[src/rtl/qed_pkg.sv]
// Shared constants and types for the QED instruction-legality filter.
package qed_pkg;

  localparam logic [6:0] OP_R     = 7'b0110011;
  localparam logic [6:0] OP_I     = 7'b0010011;
  localparam logic [6:0] OP_LOAD  = 7'b0000011;
  localparam logic [6:0] OP_STORE = 7'b0100011;
  localparam logic [6:0] OP_NOP   = 7'b1111111;

  localparam logic [6:0] F7_BASE  = 7'b0000000;
  localparam logic [6:0] F7_ALT   = 7'b0100000;
  localparam logic [6:0] F7_MUL   = 7'b0000001;

  localparam logic [2:0] F3_ADD   = 3'b000;
  localparam logic [2:0] F3_SLL   = 3'b001;
  localparam logic [2:0] F3_WORD  = 3'b010;
  localparam logic [2:0] F3_SR    = 3'b101;

  typedef enum logic [1:0] {
    ST_IDLE  = 2'd0,
    ST_ISSUE = 2'd1,
    ST_DRAIN = 2'd2,
    ST_DONE  = 2'd3
  } qed_state_t;

  localparam int unsigned CLS_R  = 0;
  localparam int unsigned CLS_M  = 1;
  localparam int unsigned CLS_I  = 2;
  localparam int unsigned CLS_LS = 3;
  localparam int unsigned CLS_W  = 4;

  // True when a register index lies inside the bounded register file.
  function automatic logic reg_ok(input logic [4:0] idx, input int unsigned limit);
    return 32'(idx) < limit;
  endfunction

endpackage

[src/rtl/qed_inst_filter_if.sv]
// Fetch-side handshake and status bundle of the QED instruction filter.
interface qed_inst_filter_if #(
  parameter int unsigned CNT_W = 7
);
  logic              start;
  logic [31:0]       instruction;
  logic              valid_in;
  logic [3:0]        class_en;
  logic              inst_allowed;
  logic              stall_req;
  logic [CNT_W-1:0]  issue_count;
  logic [1:0]        state;
  logic              qed_check;
  logic              violation;

  modport master (
    output start, instruction, valid_in, class_en,
    input  inst_allowed, stall_req, issue_count, state, qed_check, violation
  );

  modport slave (
    input  start, instruction, valid_in, class_en,
    output inst_allowed, stall_req, issue_count, state, qed_check, violation
  );
endinterface

[src/rtl/qed_inst_decode.sv]
// Combinational decode of one RV32 word into per-class legality matches.
module qed_inst_decode
  import qed_pkg::*;
#(
  parameter int unsigned REG_LIMIT    = 16,
  parameter int unsigned MEM_IMM_BITS = 10
) (
  input  logic [31:0]      i_instruction,
  output logic [CLS_W-1:0] o_match,
  output logic             o_is_nop
);

  logic [6:0] w_opcode;
  logic [2:0] w_funct3;
  logic [6:0] w_funct7;
  logic       w_rd_ok;
  logic       w_rs1_ok;
  logic       w_rs2_ok;
  logic       w_rs1_zero;
  logic       w_imm_ok;

  assign w_opcode   = i_instruction[6:0];
  assign w_funct3   = i_instruction[14:12];
  assign w_funct7   = i_instruction[31:25];
  assign w_rd_ok    = reg_ok(i_instruction[11:7],  REG_LIMIT);
  assign w_rs1_ok   = reg_ok(i_instruction[19:15], REG_LIMIT);
  assign w_rs2_ok   = reg_ok(i_instruction[24:20], REG_LIMIT);
  assign w_rs1_zero = (i_instruction[19:15] == 5'd0);
  // Memory offsets must stay inside the bounded data memory window.
  assign w_imm_ok   = ((i_instruction[31:20] >> MEM_IMM_BITS) == 12'd0);

  always_comb begin
    o_match  = '0;
    o_is_nop = (w_opcode == OP_NOP);

    if (w_opcode == OP_R && w_rd_ok && w_rs1_ok && w_rs2_ok) begin
      o_match[CLS_R] = (w_funct7 == F7_BASE) ||
                       (w_funct7 == F7_ALT && (w_funct3 == F3_ADD || w_funct3 == F3_SR));
      o_match[CLS_M] = (w_funct7 == F7_MUL) && !w_funct3[2];
    end

    if (w_opcode == OP_I && w_rd_ok && w_rs1_ok) begin
      case (w_funct3)
        F3_SLL:  o_match[CLS_I] = (w_funct7 == F7_BASE);
        F3_SR:   o_match[CLS_I] = (w_funct7 == F7_BASE) || (w_funct7 == F7_ALT);
        default: o_match[CLS_I] = 1'b1;
      endcase
    end

    if (w_funct3 == F3_WORD && w_rs1_zero && w_imm_ok) begin
      o_match[CLS_LS] = (w_opcode == OP_LOAD  && w_rd_ok) ||
                        (w_opcode == OP_STORE && w_rs2_ok);
    end
  end

endmodule

[src/rtl/qed_inst_filter.sv]
// Instruction-legality filter and bounded-run sequencer for QED checking.
module qed_inst_filter
  import qed_pkg::*;
#(
  parameter int unsigned REG_LIMIT    = 16,
  parameter int unsigned MEM_IMM_BITS = 10,
  parameter int unsigned MAX_INSTS    = 64,
  parameter int unsigned DRAIN_CYCLES = 32,
  parameter int unsigned CNT_W        = $clog2(MAX_INSTS + 1)
) (
  input  logic              clk,
  input  logic              rst,
  qed_inst_filter_if.slave  bus
);

  localparam int unsigned DRAIN_W = (DRAIN_CYCLES > 1) ? $clog2(DRAIN_CYCLES) : 1;

  localparam logic [1:0] S_IDLE  = ST_IDLE;
  localparam logic [1:0] S_ISSUE = ST_ISSUE;
  localparam logic [1:0] S_DRAIN = ST_DRAIN;
  localparam logic [1:0] S_DONE  = ST_DONE;

  logic [1:0]         r_state;
  logic [CNT_W-1:0]   r_issue_cnt;
  logic [DRAIN_W-1:0] r_drain_cnt;
  logic               r_violation;
  logic               r_stall_req;
  logic               r_qed_check;

  logic [1:0]         w_state_nxt;
  logic [CNT_W-1:0]   w_issue_nxt;
  logic [DRAIN_W-1:0] w_drain_nxt;
  logic               w_viol_nxt;
  logic [CLS_W-1:0]   w_match;
  logic               w_is_nop;
  logic               w_legal_op;
  logic               w_allowed;

  qed_inst_decode #(
    .REG_LIMIT    (REG_LIMIT),
    .MEM_IMM_BITS (MEM_IMM_BITS)
  ) u_decode (
    .i_instruction (bus.instruction),
    .o_match       (w_match),
    .o_is_nop      (w_is_nop)
  );

  assign w_legal_op = |(w_match & bus.class_en);
  assign w_allowed  = w_is_nop | ((r_state == S_ISSUE) & w_legal_op);

  // Next-state, counter and sticky-violation logic.
  always_comb begin
    w_state_nxt = r_state;
    w_issue_nxt = r_issue_cnt;
    w_drain_nxt = r_drain_cnt;
    w_viol_nxt  = r_violation | (bus.valid_in & ~w_allowed);

    case (r_state)
      S_IDLE, S_DONE: begin
        if (bus.start) begin
          w_state_nxt = S_ISSUE;
          w_issue_nxt = '0;
          w_drain_nxt = '0;
          w_viol_nxt  = 1'b0;
        end
      end
      S_ISSUE: begin
        if (bus.valid_in && w_legal_op && !w_is_nop) begin
          w_issue_nxt = r_issue_cnt + CNT_W'(1);
          if (w_issue_nxt == CNT_W'(MAX_INSTS)) begin
            w_state_nxt = S_DRAIN;
          end
        end
      end
      S_DRAIN: begin
        if (r_drain_cnt == DRAIN_W'(DRAIN_CYCLES - 1)) begin
          w_state_nxt = S_DONE;
          w_drain_nxt = '0;
        end else begin
          w_drain_nxt = r_drain_cnt + DRAIN_W'(1);
        end
      end
      default: begin
        w_state_nxt = S_IDLE;
      end
    endcase
  end

  always_ff @(posedge clk or posedge rst) begin
    if (rst) begin
      r_state     <= S_IDLE;
      r_issue_cnt <= '0;
      r_drain_cnt <= '0;
      r_violation <= 1'b0;
      r_stall_req <= 1'b0;
      r_qed_check <= 1'b0;
    end else begin
      r_state     <= w_state_nxt;
      r_issue_cnt <= w_issue_nxt;
      r_drain_cnt <= w_drain_nxt;
      r_violation <= w_viol_nxt;
      r_stall_req <= (w_state_nxt == S_DRAIN);
      r_qed_check <= (w_state_nxt == S_DONE);
    end
  end

  assign bus.inst_allowed = w_allowed;
  assign bus.stall_req    = r_stall_req;
  assign bus.issue_count  = r_issue_cnt;
  assign bus.state        = r_state;
  assign bus.qed_check    = r_qed_check;
  assign bus.violation    = r_violation;

endmodule

[src/flat_wrapper.sv]
// flat-port wrapper written by rule: the top's interface ports become plain ports
module qed_inst_filter_flat import qed_pkg::*;
#(
  parameter int unsigned REG_LIMIT    = 16,
  parameter int unsigned MEM_IMM_BITS = 10,
  parameter int unsigned MAX_INSTS    = 64,
  parameter int unsigned DRAIN_CYCLES = 32,
  parameter int unsigned CNT_W        = $clog2(MAX_INSTS + 1)
)
  (clk, rst, bus_start, bus_instruction, bus_valid_in, bus_class_en, bus_inst_allowed, bus_stall_req, bus_issue_count, bus_state, bus_qed_check, bus_violation);
  qed_inst_filter_if #(.CNT_W(CNT_W)) bus_i ();
  input  logic clk;
  input  logic rst;
  input wire logic [$bits(bus_i.start)-1:0] bus_start;
  input wire logic [$bits(bus_i.instruction)-1:0] bus_instruction;
  input wire logic [$bits(bus_i.valid_in)-1:0] bus_valid_in;
  input wire logic [$bits(bus_i.class_en)-1:0] bus_class_en;
  output wire logic [$bits(bus_i.inst_allowed)-1:0] bus_inst_allowed;
  output wire logic [$bits(bus_i.stall_req)-1:0] bus_stall_req;
  output wire logic [$bits(bus_i.issue_count)-1:0] bus_issue_count;
  output wire logic [$bits(bus_i.state)-1:0] bus_state;
  output wire logic [$bits(bus_i.qed_check)-1:0] bus_qed_check;
  output wire logic [$bits(bus_i.violation)-1:0] bus_violation;
  assign bus_i.start = bus_start;
  assign bus_i.instruction = bus_instruction;
  assign bus_i.valid_in = bus_valid_in;
  assign bus_i.class_en = bus_class_en;
  assign bus_inst_allowed = bus_i.inst_allowed;
  assign bus_stall_req = bus_i.stall_req;
  assign bus_issue_count = bus_i.issue_count;
  assign bus_state = bus_i.state;
  assign bus_qed_check = bus_i.qed_check;
  assign bus_violation = bus_i.violation;
  qed_inst_filter #(.REG_LIMIT(REG_LIMIT), .MEM_IMM_BITS(MEM_IMM_BITS), .MAX_INSTS(MAX_INSTS), .DRAIN_CYCLES(DRAIN_CYCLES), .CNT_W(CNT_W)) u_core (.clk(clk), .rst(rst), .bus(bus_i));
endmodule
[config.mk]
export PLATFORM = sky130hd
export DESIGN_NAME = qed_inst_filter_flat
export DESIGN_NICKNAME = d
export VERILOG_FILES = /design/src/rtl/qed_pkg.sv /design/src/rtl/qed_inst_filter_if.sv /design/src/rtl/qed_inst_decode.sv /design/src/rtl/qed_inst_filter.sv /design/src/flat_wrapper.sv
export SDC_FILE = /design/constraint.sdc
export NUM_CORES = 1
export LEC_CHECK = 0
export CORE_MARGIN = 4
export CORE_UTILIZATION = 40
export CTS_CLUSTER_DIAMETER = 200
export DETAILED_ROUTE_END_ITERATION = 8
export GPL_ROUTABILITY_DRIVEN = 0
export HOLD_SLACK_MARGIN = 0.12
export PLACE_DENSITY = 0.88
export SETUP_SLACK_MARGIN = 0.5
export SLEW_MARGIN = 40
export SYNTH_ARGS = -nofsm -noshare
export SYNTH_HDL_FRONTEND = slang
export SYNTH_SLANG_ARGS = --single-unit
[constraint.sdc]
create_clock -name clk -period 9.8 [get_ports clk]
set_input_delay 2.94 -clock clk [delete_from_list [all_inputs] [get_ports clk]]
set_output_delay 2.94 -clock clk [all_outputs]
set_load 0.005 [all_outputs]
==> results.cfg, run 1 <==
[clock_tree]
cts-resized-gates = 0
numCtsBuffers = 3
htreeDepth = 1
clkLatencyLatePin_ps = 290
root_buffer = clkbuf_4
cts_setup_buffers = 0
path_clk_slew_ps = 100
holdBufCountCts = 0
cts.sinks = 17
cts_tree = yes
clockBufferDepth = 2

[final_layout]
n_fill_cell = 252
area_growth_pct = 41.19
utilization_pct = 60.39
drive_above_1_share_pct = 3.158
fin_nets = 236
final_cells = 221
n_antenna_cell = 0

[floorplanning]
dieArea_um2 = 3940
ios = 53
core_um2 = 2805
die_y_um = 62.77
rows = 19
die_x_um = 62.77
start_util_pct = 42.77

[detailed_routing]
antenna_left = 0
remaining_drc_errors = 0
viasPerCell = 5.977
vias = 1321
routedWlPerCell_um = 14.61
routed_wirelength_um = 3228
drt-initial-drc-count = 41
dr.pass1.iters = 4

[logic_synthesis]
ys_ff_latch = 17
synth_area_leader_cell = dfrtp_1
ys_types = 38
syn_inst = 145
synth-edff-count = 0
synth_top_area_share_pct = 35.45
yosysMostFrequentCell = nand2_1
async_reset_ff_share_pct = 100.0
synthTopCellsByCount = nand2_1, dfrtp_1, nand3_1, nor2_1
synth_nets = 190
ys_warn_count = 0
ys_seq_area_share_pct = 35.45
synth_ff_type = dfrtp_1
syn_area_um2 = 1200
ys_top_cells_by_area = dfrtp_1, nand2_1, ha_1, or4_1, nand3_1
avgSynthCellArea_um2 = 8.275

[timing]
finalSetupTns_ps = 0
final.setup.worst_slack_ps = 1232
setup_viol = 0
fmax_ghz = 0.1167
finalCritPeriodShare_pct = 87.43
worst_pin_slew_ps = 699.6
fin_crit_ps = 8568
hold_viol_final = 0
skew_ps = 2.241
max_slew_margin_pct = 52.86
rsz0062_at_grt = no
slew_viol_final = 0

[global_route]
grt_max_degree = 18
use_met2_pct = 33.69
use_met3_pct = 5.216
grt_use_met1_pct = 16.67
grt.busiest_layer = met2
grt_usage_pct = 16.92
antenna_found_initial = 0
grt_pass1_wl_um = 5568
gr-total-overflow = 0
grt_pass1_vias = 1376

[power]
pwr-share-clk_pct = 19.1
power_mw = 0.1985
power_frac_comb_pct = 41.4
powerDensity_nw_per_um2 = 117.2
peakVddDrop_uv = 105.4
seqPwrFrac_pct = 39.6
leakagePower_nw = 0.6724
intPower_mw = 0.1228
p_switching_mw = 0.07569
swShare_pct = 38.13

[critical_path]
worst_path_max_delay_cell = or4_1
cp_data_required_time_ps = 6860
cp_cell_sequence = clkdlybuf4s50_1, or4_1, nor4b_1, a22oi_1, or4_1, nand2_1, nand2_1, o31ai_1, clkdlybuf4s50_1
worst-setup-path-type = primary input to output port
r2r_cells = 8
crit_arrival_ps = 5630
r2r_setup_slack_ps = 7460
cp-start-kind = primary input
cp-end-kind = output port
critPathMaxStageDelay_ps = 540
cp_max_fo = 2

[place]
pre_cts_slack_ps = 1242
dp.cells = 217
dp_hpwl_um = 2639
portBuffers = 44

[status]
status = completed

[min_path]
whs_path_depth = 1
hold_path.class = flip-flop to flip-flop

[job]
max-cap-violations = 0
## path summary, 6_finish.rpt
check | start | to
worst max-delay path | bus_instruction[28] | bus_inst_allowed
worst min-delay path | u_core.r_drain_cnt[4] | u_core.r_drain_cnt[4]
worst max register to register | u_core.bus.state[0] | u_core.bus.stall_req
worst min register to register | u_core.r_drain_cnt[4] | u_core.r_drain_cnt[4]
max in group asynchronous | rst | u_core.bus.issue_count[1]
min in group asynchronous | rst | u_core.r_drain_cnt[2]
## cell families (layout without fill, tap and decap cells)
kind of cell / Yosys count / count (layout) / share of synthesized area (%)
simple gates: 70 / 70 / 30.76
flops: 17 / 17 / 35.45
compound gates: 39 / 39 / 22.63
mux: 2 / 2 / 1.668
fa+ha+maj: 5 / 5 / 5.214
buf+inv: 11 / 56 / 3.545
xor+xnor: 1 / 1 / 0.7301
## area by class of cell
| class | count | area (um^2) | area share, % |
|---|---|---|---|
| clock buffers | 3 | 22.52 | 1.329 |
| repair buffers | 44 | 440.4 | 26.00 |
| flip-flops and latches | 17 | 425.4 | 25.11 |
| inverters | 8 | 30.03 | 1.773 |
| multi-input cells | 117 | 732.0 | 43.21 |
| well taps | 31 | 38.79 | 2.290 |
| clock inverters | 1 | 5.005 | 0.2954 |
## critical path: cells and delay by family
kind                   cells  cell delay, ps
buffers and inverters      2             930
and+or+nand+nor            5            1520
AOI/OAI and AO/OA          2             230
## layer usage
layer	vias up	wire, um
met4	0	28
li1	641	-
met2	49	1780
met1	627	1193
met5	-	0
met3	4	226
## layout by cell type (no fill, tap or decap), types with 2 or more instances in the layout
master and n:
clkdlybuf4s50_1 44, nand2_1 22, dfrtp_1 17, nand3_1 11, nor2_1 9, inv_1 8
or4_1 8, a21oi_1 8, o21ai_0 7, o211ai_1 6, nor3_1 5, ha_1 5
o31ai_1 4, nor4b_1 3, clkbuf_4 3, mux2i_1 2, o22a_1 2, nand2b_1 2
a32o_1 2, and3_1 2, nor2b_1 2
## through the flow
step           hold WS [ps]  cell area [um^2]
2_1_floorplan         472.2              1200
4_1_cts               524.7              1694
5_1_grt               563.6              1694
3_3_place_gp          485.8              1667
3_5_place_dp          501.7              1667
6_report              524.7              1694
## power by group through the flow
stage | registers [mW] | clock network [mW] | logic (mW)
6_report | 0.0785 | 0.0379 | 0.0821
5_1_grt | 0.0794 | 0.0418 | 0.0913
4_1_cts | 0.0786 | 0.0387 | 0.0815
3_5_place_dp | 0.0798 | 0 | 0.0815
3_3_place_gp | 0.0796 | 0 | 0.0775
2_1_floorplan | 0.0796 | 0 | 0.0475
## state kept, by name, summed over array words and instances, names as in the netlist
name,cells
u_core.bus.issue_count,7
u_core.r_drain_cnt,5
u_core.bus.state,2
u_core.bus.qed_check,1
u_core.bus.stall_req,1
u_core.bus.violation,1
Note: power is estimated with default switching activity, not from simulation.
==> run 2, diff against run 1 <==
==> constraint.sdc (replaced) <==
create_clock -name clk -period 9.8 [get_ports clk]
set_input_delay 1.96 -clock clk [delete_from_list [all_inputs] [get_ports clk]]
set_output_delay 1.96 -clock clk [all_outputs]
set_load 0.005 [all_outputs]
==> results.cfg, run 2 (same netlist as run 1, synthesis figures left out) <==
[status]
status = completed

[critical_path]
crit_end = bus_inst_allowed
cp_data_required_time_ps = 7840
worst_path_max_delay_cell = or4_1
cp-end-kind = output port
critPathMaxStageDelay_ps = 540
startpoint = bus_instruction[28]
rr_startpoint = u_core.bus.state[0]
r2r-end = u_core.bus.stall_req
cp-start-kind = primary input
path_buf_inv = 2
r2r_cells = 9
r2r_setup_slack_ps = 7410
crit_arrival_ps = 4640
worst-setup-path-type = primary input to output port
cp_cell_sequence = clkdlybuf4s50_1, or4_1, nor4b_1, a22oi_1, or4_1, nand2_1, nand2_1, o31ai_1, clkdlybuf4s50_1
cp_max_fo = 2
path_delay_family = simple AND/OR/NAND/NOR gates
path_depth = 9

[detailed_routing]
routedWlPerCell_um = 15.14
antenna_left = 0
vias = 1304
routed_wirelength_um = 3345
drt-initial-drc-count = 48
dr.pass1.iters = 4
viasPerCell = 5.900
remaining_drc_errors = 0

[place]
portBuffers = 44
dp_hpwl_um = 2651
pre_cts_slack_ps = 3207

[timing]
hold_viol_final = 0
skew_ps = 8.001
setup_viol = 0
fmax_ghz = 0.1516
slew_viol_final = 0
rsz0062_at_grt = no
finalSetupTns_ps = 0
final.setup.worst_slack_ps = 3202
worst_pin_slew_ps = 685.0
finalCritPeriodShare_pct = 67.33
fin_crit_ps = 6598
max_slew_margin_pct = 53.85

[final_layout]
largest_reg_flops = 7
fin_nets = 236
final_cell_mix = clkdlybuf4s50_1, nand2_1, dfrtp_1
area_growth_pct = 41.08
drive_above_1_share_pct = 2.632
final_common_cell = clkdlybuf4s50_1
n_fill_cell = 253
n_antenna_cell = 0
utilization_pct = 60.35

[global_route]
grt_max_degree = 18
grt_usage_pct = 16.87
antenna_found_initial = 0
gr-total-overflow = 0
grt_pass1_vias = 1366
grt_pass1_wl_um = 5513

[floorplanning]
rows = 19
start_util_pct = 42.77
ios = 53
dieArea_um2 = 3940
core_um2 = 2805
die_y_um = 62.77
die_x_um = 62.77

[job]
max-cap-violations = 0

[clock_tree]
holdBufCountCts = 0
cts-resized-gates = 0
htreeDepth = 1
path_clk_slew_ps = 100
cts.sinks = 17
clkLatencyLatePin_ps = 290
root_buffer = clkbuf_4
clockBufferDepth = 2
cts_tree = yes
numCtsBuffers = 3
cts_setup_buffers = 0

[power]
power_mw = 0.1989
peakVddDrop_uv = 103.2
leakagePower_nw = 0.6697
powerDensity_nw_per_um2 = 117.5

[min_path]
hold_path.class = flip-flop to flip-flop
==> run 2: changes by cell type in the layout (fill, tap and decap cells not counted), sizes merged <==
cell	change
clkbuf	+1
clkinv	-1
==> run 2: cell type report <==
cell class | instances | area, um^2 | share of cell area [%]
multi-input combinational | 117 | 732.0 | 43.24
timing repair buffer | 44 | 440.4 | 26.02
sequential | 17 | 425.4 | 25.13
tap | 31 | 38.79 | 2.291
inverter | 8 | 30.03 | 1.774
clock buffer | 4 | 26.28 | 1.552
==> run 2: report_power, final <==
group / total [mW] / internal [mW] / switching [mW]
Sequential: 0.0786 / 0.0739 / 0.00475
Clock: 0.0371 / 0.0158 / 0.0213
Combinational: 0.0831 / 0.0338 / 0.0493
Total: 0.199 / 0.124 / 0.0754
==> run 2: worst min path at each step <==
stage          slack (ps)  cells past startpoint                    end             startpoint
6_report              520                      1  u_core.r_drain_cnt[4]  u_core.r_drain_cnt[4]
5_1_grt               550                      1  u_core.r_drain_cnt[4]  u_core.r_drain_cnt[4]
4_1_cts               520                      1  u_core.r_drain_cnt[4]  u_core.r_drain_cnt[4]
3_5_place_dp          500                      1  u_core.r_drain_cnt[4]  u_core.r_drain_cnt[4]
3_3_place_gp          490                      1  u_core.r_drain_cnt[4]  u_core.r_drain_cnt[4]
2_1_floorplan         470                      1  u_core.r_drain_cnt[4]  u_core.r_drain_cnt[4]
==> run 2: routing by layer <==
layer,track usage (%),routed length (um),vias to the layer above
li1,-,-,644
met1,16.63,1333,613
met2,33.16,1797,43
met3,4.856,178,4
met4,5.510,36,0
met5,0,0,-
==> run 2: worst register-to-register path: cells and delay by family, from the launching register on <==
kind	cells	cell delay [ps]
flip-flops	1	470
AO/OA/AOI/OAI	2	530
AND/OR/NAND/NOR	4	690
adder cells (fa/ha/maj)	1	450
buffers and inverters	2	190
==> run 2: stage by stage <==
stage | hold slack, ps | cells | instance area, um^2
after floorplan | 472.2 | 145 | 1200
after global routing | 551.6 | 221 | 1693
after CTS | 522.9 | 221 | 1693
after global placement | 485.9 | 217 | 1667
after detailed placement | 500.1 | 217 | 1667
final | 516.3 | 221 | 1693
